### config.mk
export PLATFORM = sky130hd
export DESIGN_NAME = tlb_op_ctrl_flat
export DESIGN_NICKNAME = d
export VERILOG_FILES = /design/src/rtl/tlb_op_ctrl_if.sv /design/src/rtl/tlb_op_ctrl.sv /design/src/flat_wrapper.sv
export SDC_FILE = /design/constraint.sdc
export NUM_CORES = 1
export LEC_CHECK = 0
export CAP_MARGIN = 20
export CORE_UTILIZATION = 35
export DETAILED_ROUTE_END_ITERATION = 7
export GPL_ROUTABILITY_DRIVEN = 0
export PLACE_DENSITY = 0.94
export SLEW_MARGIN = 20
export SYNTH_ARGS = -nofsm -noshare
export SYNTH_HDL_FRONTEND = slang
export SYNTH_SLANG_ARGS = --single-unit
### constraint.sdc
create_clock -name clk -period 2.5 [get_ports clk]
set_input_delay 0.625 -clock clk [delete_from_list [all_inputs] [get_ports clk]]
set_output_delay 0.625 -clock clk [all_outputs]
set_load 0.005 [all_outputs]
### src/rtl/tlb_op_ctrl_if.sv
// TLB array port bundle: search, read and write strobes with their indices.
// The controller uses the master modport, the TLB array the slave modport.
interface tlb_op_ctrl_if #(
   parameter int IDX_W = 4
);
   logic             s_req;
   logic             s_found;
   logic [IDX_W-1:0] s_index;
   logic             r_req;
   logic [IDX_W-1:0] r_index;
   logic             tlb_we;
   logic [IDX_W-1:0] w_index;

   modport master (
      output s_req,
      input  s_found,
      input  s_index,
      output r_req,
      output r_index,
      output tlb_we,
      output w_index
   );

   modport slave (
      input  s_req,
      output s_found,
      output s_index,
      input  r_req,
      input  r_index,
      input  tlb_we,
      input  w_index
   );
endinterface

### src/rtl/tlb_op_ctrl.sv
// TLBP/TLBR/TLBWI/TLBWR sequencer between pipeline, TLB array and CP0.
// Optional macro TLBWR_RANDOM_EN enables the Random counter used by TLBWR.
module tlb_op_ctrl #(
   parameter int TLBNUM = 16,
   parameter int IDX_W  = 4
) (
   input  logic             clk,
   input  logic             resetn,
   input  logic             req_valid,
   input  logic [1:0]       req_op,
   output logic             req_ready,
   input  logic             cancel,
   input  logic [IDX_W-1:0] cp0_index,
   tlb_op_ctrl_if.master    tlb,
   output logic             cp0_tlbp_we,
   output logic             cp0_tlbp_found,
   output logic [IDX_W-1:0] cp0_tlbp_index,
   output logic             cp0_tlbr_we,
   output logic [IDX_W-1:0] cp0_random,
   output logic             op_done,
   output logic             refetch
);

   typedef enum logic [1:0] {
      ST_IDLE  = 2'd0,
      ST_ISSUE = 2'd1,
      ST_RESP  = 2'd2
   } state_e;

   localparam logic [1:0]       OP_TLBP  = 2'b00;
   localparam logic [1:0]       OP_TLBR  = 2'b01;
   localparam logic [1:0]       OP_TLBWI = 2'b10;
   localparam logic [1:0]       OP_TLBWR = 2'b11;
   localparam logic [IDX_W-1:0] IDX_ZERO = {IDX_W{1'b0}};
   localparam logic [IDX_W-1:0] IDX_ONE  = {{(IDX_W-1){1'b0}}, 1'b1};
   localparam logic [IDX_W-1:0] IDX_MAX  = IDX_W'(TLBNUM - 1);

   state_e           state_q, state_d;
   logic [1:0]       op_q, op_d;
   logic [IDX_W-1:0] idx_q, idx_d;
   logic [IDX_W-1:0] wr_rand_idx_s;

`ifdef TLBWR_RANDOM_EN
   logic [IDX_W-1:0] random_q, random_d;

   // Free-running Random counter, wraps from zero back to the top entry
   always_comb begin
      random_d = random_q - IDX_ONE;
      if (random_q == IDX_ZERO) begin
         random_d = IDX_MAX;
      end else begin
         random_d = random_q - IDX_ONE;
      end
   end

   // Random counter register
   always_ff @(posedge clk or negedge resetn) begin
      if (!resetn) begin
         random_q <= IDX_MAX;
      end else begin
         random_q <= random_d;
      end
   end

   assign cp0_random    = random_q;
   assign wr_rand_idx_s = random_q;
`else
   assign cp0_random    = IDX_MAX;
   assign wr_rand_idx_s = cp0_index;
`endif

   // Next-state, operand latching and all strobe outputs
   always_comb begin
      state_d            = state_q;
      op_d               = op_q;
      idx_d              = idx_q;
      req_ready          = 1'b0;
      tlb.s_req          = 1'b0;
      tlb.r_req          = 1'b0;
      tlb.r_index        = IDX_ZERO;
      tlb.tlb_we         = 1'b0;
      tlb.w_index        = IDX_ZERO;
      cp0_tlbp_we        = 1'b0;
      cp0_tlbp_found     = 1'b0;
      cp0_tlbp_index     = IDX_ZERO;
      cp0_tlbr_we        = 1'b0;
      op_done            = 1'b0;
      refetch            = 1'b0;

      case (state_q)
         ST_IDLE: begin
            req_ready = 1'b1;
            if (req_valid && !cancel) begin
               op_d    = req_op;
               state_d = ST_ISSUE;
               if (req_op == OP_TLBWR) begin
                  idx_d = wr_rand_idx_s;
               end else begin
                  idx_d = cp0_index;
               end
            end else begin
               state_d = ST_IDLE;
            end
         end

         ST_ISSUE: begin
            // A flush here kills the op before anything reaches the TLB
            if (cancel) begin
               state_d = ST_IDLE;
            end else begin
               state_d = ST_RESP;
               case (op_q)
                  OP_TLBP: begin
                     tlb.s_req = 1'b1;
                  end
                  OP_TLBR: begin
                     tlb.r_req   = 1'b1;
                     tlb.r_index = idx_q;
                  end
                  OP_TLBWI, OP_TLBWR: begin
                     tlb.tlb_we  = 1'b1;
                     tlb.w_index = idx_q;
                  end
                  default: begin
                     tlb.s_req = 1'b0;
                  end
               endcase
            end
         end

         ST_RESP: begin
            state_d = ST_IDLE;
            op_done = 1'b1;
            refetch = (op_q != OP_TLBP);
            case (op_q)
               OP_TLBP: begin
                  cp0_tlbp_we    = 1'b1;
                  cp0_tlbp_found = tlb.s_found;
                  if (tlb.s_found) begin
                     cp0_tlbp_index = tlb.s_index;
                  end else begin
                     cp0_tlbp_index = IDX_ZERO;
                  end
               end
               OP_TLBR: begin
                  cp0_tlbr_we = 1'b1;
               end
               default: begin
                  cp0_tlbr_we = 1'b0;
               end
            endcase
         end

         default: begin
            state_d = ST_IDLE;
         end
      endcase
   end

   // State and latched operand registers
   always_ff @(posedge clk or negedge resetn) begin
      if (!resetn) begin
         state_q <= ST_IDLE;
         op_q    <= 2'b00;
         idx_q   <= IDX_ZERO;
      end else begin
         state_q <= state_d;
         op_q    <= op_d;
         idx_q   <= idx_d;
      end
   end

endmodule

### src/flat_wrapper.sv
// flat-port wrapper written by rule: the top's interface ports become plain ports
module tlb_op_ctrl_flat 
#(
   parameter int TLBNUM = 16,
   parameter int IDX_W  = 4
)
  (clk, resetn, req_valid, req_op, req_ready, cancel, cp0_index, cp0_tlbp_we, cp0_tlbp_found, cp0_tlbp_index, cp0_tlbr_we, cp0_random, op_done, refetch, tlb_s_req, tlb_s_found, tlb_s_index, tlb_r_req, tlb_r_index, tlb_tlb_we, tlb_w_index);
  tlb_op_ctrl_if #(.IDX_W(IDX_W)) tlb_i ();
  input  logic clk;
  input  logic resetn;
  input  logic req_valid;
  input  logic [1:0] req_op;
  output logic req_ready;
  input  logic cancel;
  input  logic [IDX_W-1:0] cp0_index;
  output logic cp0_tlbp_we;
  output logic cp0_tlbp_found;
  output logic [IDX_W-1:0] cp0_tlbp_index;
  output logic cp0_tlbr_we;
  output logic [IDX_W-1:0] cp0_random;
  output logic op_done;
  output logic refetch;
  output wire logic [$bits(tlb_i.s_req)-1:0] tlb_s_req;
  input wire logic [$bits(tlb_i.s_found)-1:0] tlb_s_found;
  input wire logic [$bits(tlb_i.s_index)-1:0] tlb_s_index;
  output wire logic [$bits(tlb_i.r_req)-1:0] tlb_r_req;
  output wire logic [$bits(tlb_i.r_index)-1:0] tlb_r_index;
  output wire logic [$bits(tlb_i.tlb_we)-1:0] tlb_tlb_we;
  output wire logic [$bits(tlb_i.w_index)-1:0] tlb_w_index;
  assign tlb_s_req = tlb_i.s_req;
  assign tlb_i.s_found = tlb_s_found;
  assign tlb_i.s_index = tlb_s_index;
  assign tlb_r_req = tlb_i.r_req;
  assign tlb_r_index = tlb_i.r_index;
  assign tlb_tlb_we = tlb_i.tlb_we;
  assign tlb_w_index = tlb_i.w_index;
  tlb_op_ctrl #(.TLBNUM(TLBNUM), .IDX_W(IDX_W)) u_core (.clk(clk), .resetn(resetn), .req_valid(req_valid), .req_op(req_op), .req_ready(req_ready), .cancel(cancel), .cp0_index(cp0_index), .tlb(tlb_i), .cp0_tlbp_we(cp0_tlbp_we), .cp0_tlbp_found(cp0_tlbp_found), .cp0_tlbp_index(cp0_tlbp_index), .cp0_tlbr_we(cp0_tlbr_we), .cp0_random(cp0_random), .op_done(op_done), .refetch(refetch));
endmodule
==> flow_summary.ini <==
[synth]
ys_types = 16
yosysTopAreaCell = dfrtp_1
syn_avg_cell_area_um2 = 9.15
netlist_area_um2 = 522
synthCells = 57
yosysWarnings = 0
synth_seq_area_share_pct = 38.4
synth_top_area_share_pct = 38.4
synth-seq-cells = 8
synth_area_leaders = dfrtp_1 (38%), mux2_2 (13%), nor3_1 (8.6%)
yosys-top-cells-count = inv_1 (9), nor3_1 (9), dfrtp_1 (8)
synth_flop_cell = dfrtp_1
synth-async-reset-ratio_pct = 100
synth_edf_count = 0

[clock_tree]
cts_hold_buf = 0
cts.path.max_buffers = 2
cts_root_buf = clkbuf_4
tritoncts = built
clkTransAtPathRegs_ps = 50
cts.sinks = 8
htreeDepth = 1
cts_buffers = 3
clk_latency_ps = 250

[layout]
drive_above_1_share_pct = 22.1
num-fill-cells = 104
final_area_um2 = 960
n_antenna_cell = 0
fin_nets = 112
final_cells = 110
syn_to_final_growth_pct = 83.9

[grt]
grt_remaining_overflow = 0
grt_max_degree = 9
antenna_found_initial = 0
grt_pass1_vias = 483
grt_pass1_wl_um = 1990
track_usage_pct = 18.8

[die]
dieWidth_um = 40.6
row_count = 13
io_pins = 40
dieArea_um2 = 1650
die_h_um = 40.6
start_util_pct = 38.6
core_area_um2 = 1350

[power]
leakagePower_nw = 0.584
peakVddDrop_mv = 0.344
clkPwrFrac_pct = 25.3
finalPower_uw = 377
power_density_nw_per_um2 = 393
seqPwrFrac_pct = 45.8
power_switching_uw = 105
internal_power_uw = 272
p_comb_share_pct = 28.9
switching_share_pct = 27.8

[flow_run]
max_cap_viol_count = 0

[placed_design]
portBuffers = 35
dpl_cell_area_um2 = 877
place_inst = 106
hpwl_um = 1050

[setup_path]
crit_chain = or3b_4 -> nor3_1 -> clkdlybuf4s50_1
rrSetupSlack_ps = 990
r2r_start = u_core.state_q[0]
cp_max_fo = 7
worstSetupPathType = register to output port
cp_slowest_cell = clkdlybuf4s50_1
crit_required_ps = 1880
slowest_delay_ps = 540
end_kind = output port
cp-start-kind = register
ff2ff_path_depth = 3
r2r_end = u_core.idx_q[1]
cp.arrival_ps = 1860

[timing]
setup_viol = 0
setup_tns_ps = 0
final.min_clock_period_ps = 2480
fin_crit_sh_pct = 99.3
slew_violations = 0
max_clock_freq_mhz = 403
finalClockSkew_ps = 4.35
finalHoldViolations = 0

[worst_hold_path]
min_from = u_core.idx_q[3]
hp-class = register to register
holdPathStages = 1
holdPathEnd = u_core.idx_q[3]

[routing]
antenna_left = 0
wl_per_cell_um = 12.7
first_pass_iters = 4
drt_first_iter_violations = 13
via_count = 511
drc = 0
wl_um = 1400
avgViaCountPerCell = 4.65

[status]
outcome = finished, final reports clean
layout by cell type (no fill, tap or decap):
cell type        instances
and2_1                   4
and4bb_2                 1
buf_4                    3
clkbuf_4                 3
clkdlybuf4s50_1         22
conb_1                   4
dfrtp_1                  7
dfrtp_2                  1
dlygate4sd2_1            4
dlymetal6s2s_1           9
inv_1                    9
mux2_2                   6
nand2b_1                 1
nand2b_4                 1
nor2_1                   5
nor2b_1                  1
nor3_1                   6
nor3_2                   2
nor3_4                   1
nor3b_1                  1
nor4b_4                  1
o21a_1                   1
or3b_4                   2
metal layers:
metal  GRT usage (%)  part of all wire (%)
met1            19.8                    39
met2            35.3                    53
met3            4.35                   8.1
met4            7.50                     0
met5               0                     0
through the flow:
step	hold slack, ps	setup slack, ps	util (%)
2_1_floorplan	329	755	-
5_1_grt	549	-48.6	71.1
4_1_cts	530	2.51	68.4
6_report	529	17.3	71.1
3_5_place_dp	519	-196	65.0
3_3_place_gp	507	-147	65.0
kinds of logic (layout without fill, tap and decap cells):
group,count (synthesis),in the layout,share of synthesized area (%)
simple gates,26,26,32.4
buf+inv,15,50,14.1
flops,8,8,38.4
mux,6,6,12.9
other cells,1,4,0.719
compound gates,1,1,1.44
state kept, by name, summed over array words and instances (netlist names):
signal	flops
u_core.state_q	2
u_core.op_q	2
u_core.idx_q	4
area by class of cell:
cell class / count / area [um2] / area share (%)
multi-input cells: 37 / 293 / 30.5
clock buffers: 3 / 22.5 / 2.35
inverters: 9 / 33.8 / 3.52
well taps: 15 / 18.8 / 1.96
repair buffers: 38 / 390 / 40.7
flip-flops and latches: 8 / 201 / 21.0
power groups by stage:
stage | registers (mW) | clock network (mW) | logic [mW]
2_1_floorplan | 0.168 | 0 | 0.0535
3_3_place_gp | 0.172 | 0 | 0.0962
3_5_place_dp | 0.174 | 0 | 0.0997
4_1_cts | 0.173 | 0.100 | 0.106
5_1_grt | 0.176 | 0.106 | 0.119
6_report | 0.173 | 0.0954 | 0.109
how the worst max path moves through the flow:
stage | to | slack (ps) | from
finish | tlb_s_req | 20 | u_core.state_q[1]
global route | tlb_s_req | -50 | u_core.op_q[1]
CTS | cp0_tlbp_index[3] | 3 | tlb_s_found
detailed placement | tlb_w_index[1] | -200 | cancel
global placement | tlb_w_index[3] | -150 | cancel
floorplan | cp0_tlbp_index[0] | 760 | u_core.state_q[1]
worst max-delay path: cells and delay by family, from the launching register on:
family	cells	cell delay [ps]
AND/OR/NAND/NOR	2	620
buffers and inverters	1	540
flip-flops	1	450
timing repair:
item                       CTS  global route
resized for setup           11            10
setup endpoints to repair   15             8
cloned                       0             0
setup buffers                0             1
pin swaps                    2             1
Note: power is estimated with default switching activity, not from simulation.
